===== config.mk =====
export PLATFORM = sky130hd
export DESIGN_NAME = alpu_xtx_rd_arbiter_flat
export DESIGN_NICKNAME = d
export VERILOG_FILES = /design/src/rtl/alpu_xtx_rd_arbiter_if.sv /design/src/rtl/alpu_xtx_rd_arbiter.sv /design/src/flat_wrapper.sv
export SDC_FILE = /design/constraint.sdc
export NUM_CORES = 1
export LEC_CHECK = 0
export ABC_AREA = 1
export ABC_CLOCK_PERIOD_IN_PS = 2300
export CORE_UTILIZATION = 45
export DETAILED_ROUTE_END_ITERATION = 12
export GPL_ROUTABILITY_DRIVEN = 0
export PLACE_DENSITY = 0.8
export SYNTH_ARGS = -nofsm -noshare
export SYNTH_HDL_FRONTEND = slang
export SYNTH_SLANG_ARGS = --single-unit

===== constraint.sdc =====
create_clock -name clk -period 2.3 [get_ports clk]
set_input_delay 0.69 -clock clk [delete_from_list [all_inputs] [get_ports clk]]
set_output_delay 0.69 -clock clk [all_outputs]
set_load 0.01 [all_outputs]

===== src/rtl/alpu_xtx_rd_arbiter_if.sv =====
// xtx read-port bundle: requester side and buffer side of the arbiter.
// slave = arbiter, master = requesters plus xtx buffer.
interface alpu_xtx_rd_arbiter_if #(
  parameter int NUM_REQ    = 4,
  parameter int ADDR_WIDTH = 6,
  parameter int DATA_WIDTH = 16
) ();
  logic [NUM_REQ-1:0]            req_valid_i;
  logic [NUM_REQ*ADDR_WIDTH-1:0] req_addr_i;
  logic [NUM_REQ-1:0]            req_ready_o;
  logic [NUM_REQ-1:0]            rsp_valid_o;
  logic                          rsp_miss_o;
  logic [DATA_WIDTH-1:0]         rsp_data_o;
  logic [ADDR_WIDTH-1:0]         buf_raddr_o;
  logic                          buf_rready_o;
  logic [DATA_WIDTH-1:0]         buf_rdata_i;
  logic                          buf_rvalid_i;

  modport slave (
    input  req_valid_i, req_addr_i,
    input  buf_rdata_i, buf_rvalid_i,
    output req_ready_o, rsp_valid_o,
    output rsp_miss_o, rsp_data_o,
    output buf_raddr_o, buf_rready_o
  );

  modport master (
    output req_valid_i, req_addr_i,
    output buf_rdata_i, buf_rvalid_i,
    input  req_ready_o, rsp_valid_o,
    input  rsp_miss_o, rsp_data_o,
    input  buf_raddr_o, buf_rready_o
  );
endinterface


===== src/rtl/alpu_xtx_rd_arbiter.sv =====
// Round-robin arbiter for the xtx buffer read port, one read in flight.
// Optional stats counters: define ALPU_XTX_ARB_STATS_EN.
module alpu_xtx_rd_arbiter #(
  parameter int NUM_REQ    = 4,
  parameter int ADDR_WIDTH = 6,
  parameter int DATA_WIDTH = 16,
  parameter int TIMEOUT    = 15
) (
  input logic clk,
  input logic reset_n,
  alpu_xtx_rd_arbiter_if.slave bus
`ifdef ALPU_XTX_ARB_STATS_EN
  ,
  output logic [15:0] stat_grants_o,
  output logic [15:0] stat_timeouts_o
`endif
);
  localparam int IW = $clog2(NUM_REQ);

  typedef enum logic [1:0] {
    IDLE,
    LOOKUP,
    RESP
  } state_t;

  state_t                  state_q, state_d;
  logic [IW-1:0]           rr_q, idx_q;
  logic [IW-1:0]           win, j;
  logic                    win_vld;
  logic [ADDR_WIDTH-1:0]   addr_q;
  logic [DATA_WIDTH-1:0]   data_q;
  logic                    miss_q;
  logic [7:0]              wait_q;
  logic                    accept, hit, tmo;
  logic [NUM_REQ-1:0]      ready, rsp_v;
  logic                    rready, rsp_m;
  logic [ADDR_WIDTH-1:0]   raddr;

  // Pick the first requester after rr_q; lowest offset assigned last wins.
  always_comb begin
    win     = '0;
    win_vld = 1'b0;
    j       = '0;
    for (int k = NUM_REQ; k >= 1; k--) begin
      j = IW'((int'(rr_q) + k) % NUM_REQ);
      if (bus.req_valid_i[j]) begin
        win     = j;
        win_vld = 1'b1;
      end
    end
  end

  // Next state and per-state outputs.
  always_comb begin
    state_d = state_q;
    ready   = '0;
    rsp_v   = '0;
    rsp_m   = 1'b0;
    rready  = 1'b0;
    raddr   = '0;
    accept  = 1'b0;
    hit     = 1'b0;
    tmo     = 1'b0;
    unique case (state_q)
      IDLE: begin
        if (win_vld) begin
          ready[win] = 1'b1;
          accept     = 1'b1;
          state_d    = LOOKUP;
        end
      end
      LOOKUP: begin
        rready = 1'b1;
        raddr  = addr_q;
        if (bus.buf_rvalid_i) begin
          hit     = 1'b1;
          state_d = RESP;
        end else if (wait_q == 8'(TIMEOUT - 1)) begin
          tmo     = 1'b1;
          state_d = RESP;
        end
      end
      RESP: begin
        rsp_v[idx_q] = 1'b1;
        rsp_m        = miss_q;
        state_d      = IDLE;
      end
      default: state_d = IDLE;
    endcase
  end

  // State register.
  always_ff @(posedge clk) begin
    if (!reset_n) state_q <= IDLE;
    else          state_q <= state_d;
  end

  // Transaction registers: winner, address, wait count, result.
  always_ff @(posedge clk) begin
    if (!reset_n) begin
      rr_q   <= IW'(NUM_REQ - 1);
      idx_q  <= '0;
      addr_q <= '0;
      data_q <= '0;
      miss_q <= 1'b0;
      wait_q <= '0;
    end else begin
      if (accept) begin
        idx_q  <= win;
        addr_q <= bus.req_addr_i[int'(win)*ADDR_WIDTH +: ADDR_WIDTH];
        wait_q <= '0;
      end
      if (state_q == LOOKUP && !hit && !tmo)
        wait_q <= wait_q + 8'd1;
      if (hit) begin
        data_q <= bus.buf_rdata_i;
        miss_q <= 1'b0;
      end
      if (tmo) begin
        data_q <= '0;
        miss_q <= 1'b1;
      end
      if (state_q == RESP)
        rr_q <= idx_q;
    end
  end

  assign bus.req_ready_o  = reset_n ? ready  : '0;
  assign bus.rsp_valid_o  = reset_n ? rsp_v  : '0;
  assign bus.rsp_miss_o   = reset_n & rsp_m;
  assign bus.rsp_data_o   = reset_n ? data_q : '0;
  assign bus.buf_raddr_o  = reset_n ? raddr  : '0;
  assign bus.buf_rready_o = reset_n & rready;

`ifdef ALPU_XTX_ARB_STATS_EN
  logic [15:0] grants_q, tmos_q;

  // Saturating grant and timeout counters.
  always_ff @(posedge clk) begin
    if (!reset_n) begin
      grants_q <= '0;
      tmos_q   <= '0;
    end else begin
      if (accept && grants_q != 16'hFFFF)
        grants_q <= grants_q + 16'd1;
      if (state_q == RESP && miss_q && tmos_q != 16'hFFFF)
        tmos_q <= tmos_q + 16'd1;
    end
  end

  assign stat_grants_o   = grants_q;
  assign stat_timeouts_o = tmos_q;
`endif
endmodule


===== src/flat_wrapper.sv =====
// flat-port wrapper written by rule: the top's interface ports become plain ports
module alpu_xtx_rd_arbiter_flat 
#(
  parameter int NUM_REQ    = 4,
  parameter int ADDR_WIDTH = 6,
  parameter int DATA_WIDTH = 16,
  parameter int TIMEOUT    = 15
)
  (clk, reset_n, bus_req_valid_i, bus_req_addr_i, bus_buf_rdata_i, bus_buf_rvalid_i, bus_req_ready_o, bus_rsp_valid_o, bus_rsp_miss_o, bus_rsp_data_o, bus_buf_raddr_o, bus_buf_rready_o);
  alpu_xtx_rd_arbiter_if #(.NUM_REQ(NUM_REQ), .ADDR_WIDTH(ADDR_WIDTH), .DATA_WIDTH(DATA_WIDTH)) bus_i ();
  input logic clk;
  input logic reset_n;
  input wire logic [$bits(bus_i.req_valid_i)-1:0] bus_req_valid_i;
  input wire logic [$bits(bus_i.req_addr_i)-1:0] bus_req_addr_i;
  input wire logic [$bits(bus_i.buf_rdata_i)-1:0] bus_buf_rdata_i;
  input wire logic [$bits(bus_i.buf_rvalid_i)-1:0] bus_buf_rvalid_i;
  output wire logic [$bits(bus_i.req_ready_o)-1:0] bus_req_ready_o;
  output wire logic [$bits(bus_i.rsp_valid_o)-1:0] bus_rsp_valid_o;
  output wire logic [$bits(bus_i.rsp_miss_o)-1:0] bus_rsp_miss_o;
  output wire logic [$bits(bus_i.rsp_data_o)-1:0] bus_rsp_data_o;
  output wire logic [$bits(bus_i.buf_raddr_o)-1:0] bus_buf_raddr_o;
  output wire logic [$bits(bus_i.buf_rready_o)-1:0] bus_buf_rready_o;
  assign bus_i.req_valid_i = bus_req_valid_i;
  assign bus_i.req_addr_i = bus_req_addr_i;
  assign bus_i.buf_rdata_i = bus_buf_rdata_i;
  assign bus_i.buf_rvalid_i = bus_buf_rvalid_i;
  assign bus_req_ready_o = bus_i.req_ready_o;
  assign bus_rsp_valid_o = bus_i.rsp_valid_o;
  assign bus_rsp_miss_o = bus_i.rsp_miss_o;
  assign bus_rsp_data_o = bus_i.rsp_data_o;
  assign bus_buf_raddr_o = bus_i.buf_raddr_o;
  assign bus_buf_rready_o = bus_i.buf_rready_o;
  alpu_xtx_rd_arbiter #(.NUM_REQ(NUM_REQ), .ADDR_WIDTH(ADDR_WIDTH), .DATA_WIDTH(DATA_WIDTH), .TIMEOUT(TIMEOUT)) u_core (.clk(clk), .reset_n(reset_n), .bus(bus_i));
endmodule

==> reports/metrics.cfg, run 1 <==
[run_status]
status=complete, but fails checks
failed_checks=negative setup slack

[sta]
finalSetupViolCount=4
drv_slew=0
tightest_slew_ns=0.503
finalCriticalPeriod_ns=2.48
skew_ns=0.0132
period_share=1.08
finalHoldViolations=0
slew-limit-headroom=0.663
fmax_mhz=403
rsz0062_at_grt=yes
layout_setup_ws_ns=-0.180

[place]
dp_hpwl_mm=4.43
portBuffers=78
pre_cts_slack_ns=-0.951
dp.cells=494

[detailed_routing]
vias=2579
drc=0
first_pass_iters=4
vias_per_cell=5.06
ant_nets=0
wire_per_inst_um=13.4
routed_wl_mm=6.86
drt-initial-drc-count=150

[setup_path]
critPathKind=reg2out
crit_path_max_incr_delay_ns=0.39
cp_slowest_cell=dfxtp_4
arrival_ns=1.79
regToRegSetupSlack_ns=0.48
worst_setup_path_start_kind=register
critPathCaptureType=output pin
critical_path_buf_inv_count=3
cp_max_fo=6
required_ns=1.61
path_delay_family=simple AND/OR/NAND/NOR gates
path_cells=buf_12 -> nand2_1 -> nand2_4 -> nand2_1 -> nand2_2 -> nand2_2 -> nand3_4 -> nand2_4 -> buf_6 -> nor3_4 -> buf_2

[hold_path]
hp-class=reg2reg

[clock_tree]
clk_pin_slew_worst_paths_ns=0.07
ctsHoldBuffers=0
clock_path_buffers=2
clock_latency_ns=0.30
cts_root_buffer=clkbuf_8
ctsHtreeMaxLevel=2
cts-buffers-inserted=5
cts_tree=done
clock_sinks=37

[finish]
diodes=0
syn2layout_area_growth_pct=62.7
layout_commonest_cell=nand2_1
layout.nets=491
layout_common_cells=95 x nand2_1, 41 x clkdlybuf4s50_1, 35 x dfxtp_1
fin_cells=510
drive_above_1_share=0.289
utilization=0.764
fillers=345

[synthesis]
yosys_warnings=0
ys_types=35
synth_area_leader_cell=dfxtp_1
synth.area.top_cells=dfxtp_1 33%, nand2_1 18%, nand3_1 7.4%
syn-num-nets=386
syn_avg_cell_area_um2=6.62
synth_top_area_frac=0.332
syn_area_mm2=0.00223
syn_inst=337
synth_seq_cells=37
ys_seq_area_frac=0.332

[floorplan]
core_area_mm2=0.00475
rows=25
start_util=0.469
die_height_um=72.4
fp.dieW_um=72.4
die-area_mm2=0.00525
ios=79

[global_route]
antenna_found_initial=0
track_usage=0.255
grt_pass1_wl_mm=10.4
grt_max_degree=18
grt_pass1_vias=2351
grt_overflow=0

[power]
ir_drop_mv=0.391
power_density_mw_per_mm2=540
p_leak_uw=0.00174

[flow_run]
drv_cap=0

-- stage by stage --
| stage | hold WS, ns | total power [uW] | TNS, ns | instance area, um^2 |
|---|---|---|---|---|
| floorplan | 0.426 | 1130 | 0 | 2280 |
| finish | 0.461 | 1960 | -0.638 | 3630 |
| global route | 0.471 | 2060 | -0.941 | 3630 |
| global placement | 0.440 | 1360 | -18.34 | 3260 |
| detailed placement | 0.442 | 1380 | -18.79 | 3260 |
| CTS | 0.458 | 1920 | -0.543 | 3540 |
-- layout make-up --
| cell class | instances | area (um^2) | area share |
|---|---|---|---|
| timing repair buffer | 108 | 1040 | 0.288 |
| inverter | 38 | 160 | 0.0441 |
| tap | 67 | 83.8 | 0.0231 |
| multi-input combinational | 251 | 1490 | 0.411 |
| sequential | 37 | 746 | 0.205 |
| clock inverter | 2 | 13.8 | 0.00379 |
| timing repair inverter | 1 | 8.76 | 0.00241 |
| clock buffer | 6 | 82.6 | 0.0227 |
-- state kept, by name, indices dropped and copies added, names as in the netlist --
name	cells
u_core.data_q	16
u_core.wait_q	8
u_core.addr_q	6
u_core.idx_q	2
u_core.rr_q	2
u_core.state_q	2
u_core.miss_q	1
-- report_power, final --
group	total [uW]	internal (uW)	leakage [uW]	switching, uW
Clock	482	243	0.0000512	239
Sequential	733	693	0.000301	39.6
Combinational	748	335	0.00139	413
-- kinds of logic after synthesis --
| logic type | count (synthesis) | synth area share |
|---|---|---|
| buffers and inverters | 49 | 0.101 |
| adder cells (fa/ha/maj) | 2 | 0.0112 |
| flip-flops | 37 | 0.332 |
| AO/OA/AOI/OAI | 38 | 0.0987 |
| AND/OR/NAND/NOR | 211 | 0.457 |
-- path summary, 6_finish.rpt --
kind                    startpoint                 end  depth (start not counted)
setup / recovery    u_core.rr_q[0]  bus_req_ready_o[2]                         11
hold / removal    u_core.addr_q[0]    u_core.addr_q[0]                          2
setup reg to reg    u_core.rr_q[0]    u_core.addr_q[3]                         14
hold reg to reg   u_core.addr_q[0]    u_core.addr_q[0]                          2
-- synthesized netlist by cell type, drive strengths merged --
master,count
o21bai,1
nor3b,1
a31oi,2
nor3,9
nand3,38
nand2,135
nor2,21
nand4,2
nand3b,3
a21oi,24
buf,8
o22ai,1
ha,2
o211ai,2
clkinv,1
or2,1
o21ai,8
inv,37
dfxtp,37
clkbuf,3
nor4,1
-- worst register-to-register path: cells and delay by family (launching register included) --
family | cells | cell delay [ns]
buffers and inverters | 3 | 0.47
AND/OR/NAND/NOR | 11 | 0.88
flip-flops | 1 | 0.39
-- what timing repair did --
action	in CTS	in global routing
cloned	3	0
hold endpoints to repair	0	0
endpoints found under the setup margin	32	13
gates resized for setup	109	23
pin swaps	28	9
setup buffers	5	1
-- metal layers --
metal  global-route usage  wire (um)
met5                    0          0
met4               0.0915        117
met3               0.0375        348
met2                0.457       3520
met1                0.308       2870
No activity file was read; power rests on OpenSTA's default activity.
==> run 2, diff against run 1 <==
Settings changed: GPL_ROUTABILITY_DRIVEN 0 to 1.
==> results of run 2 <==
Same layout as run 1: the final DEF is identical, and so are final timing and power.
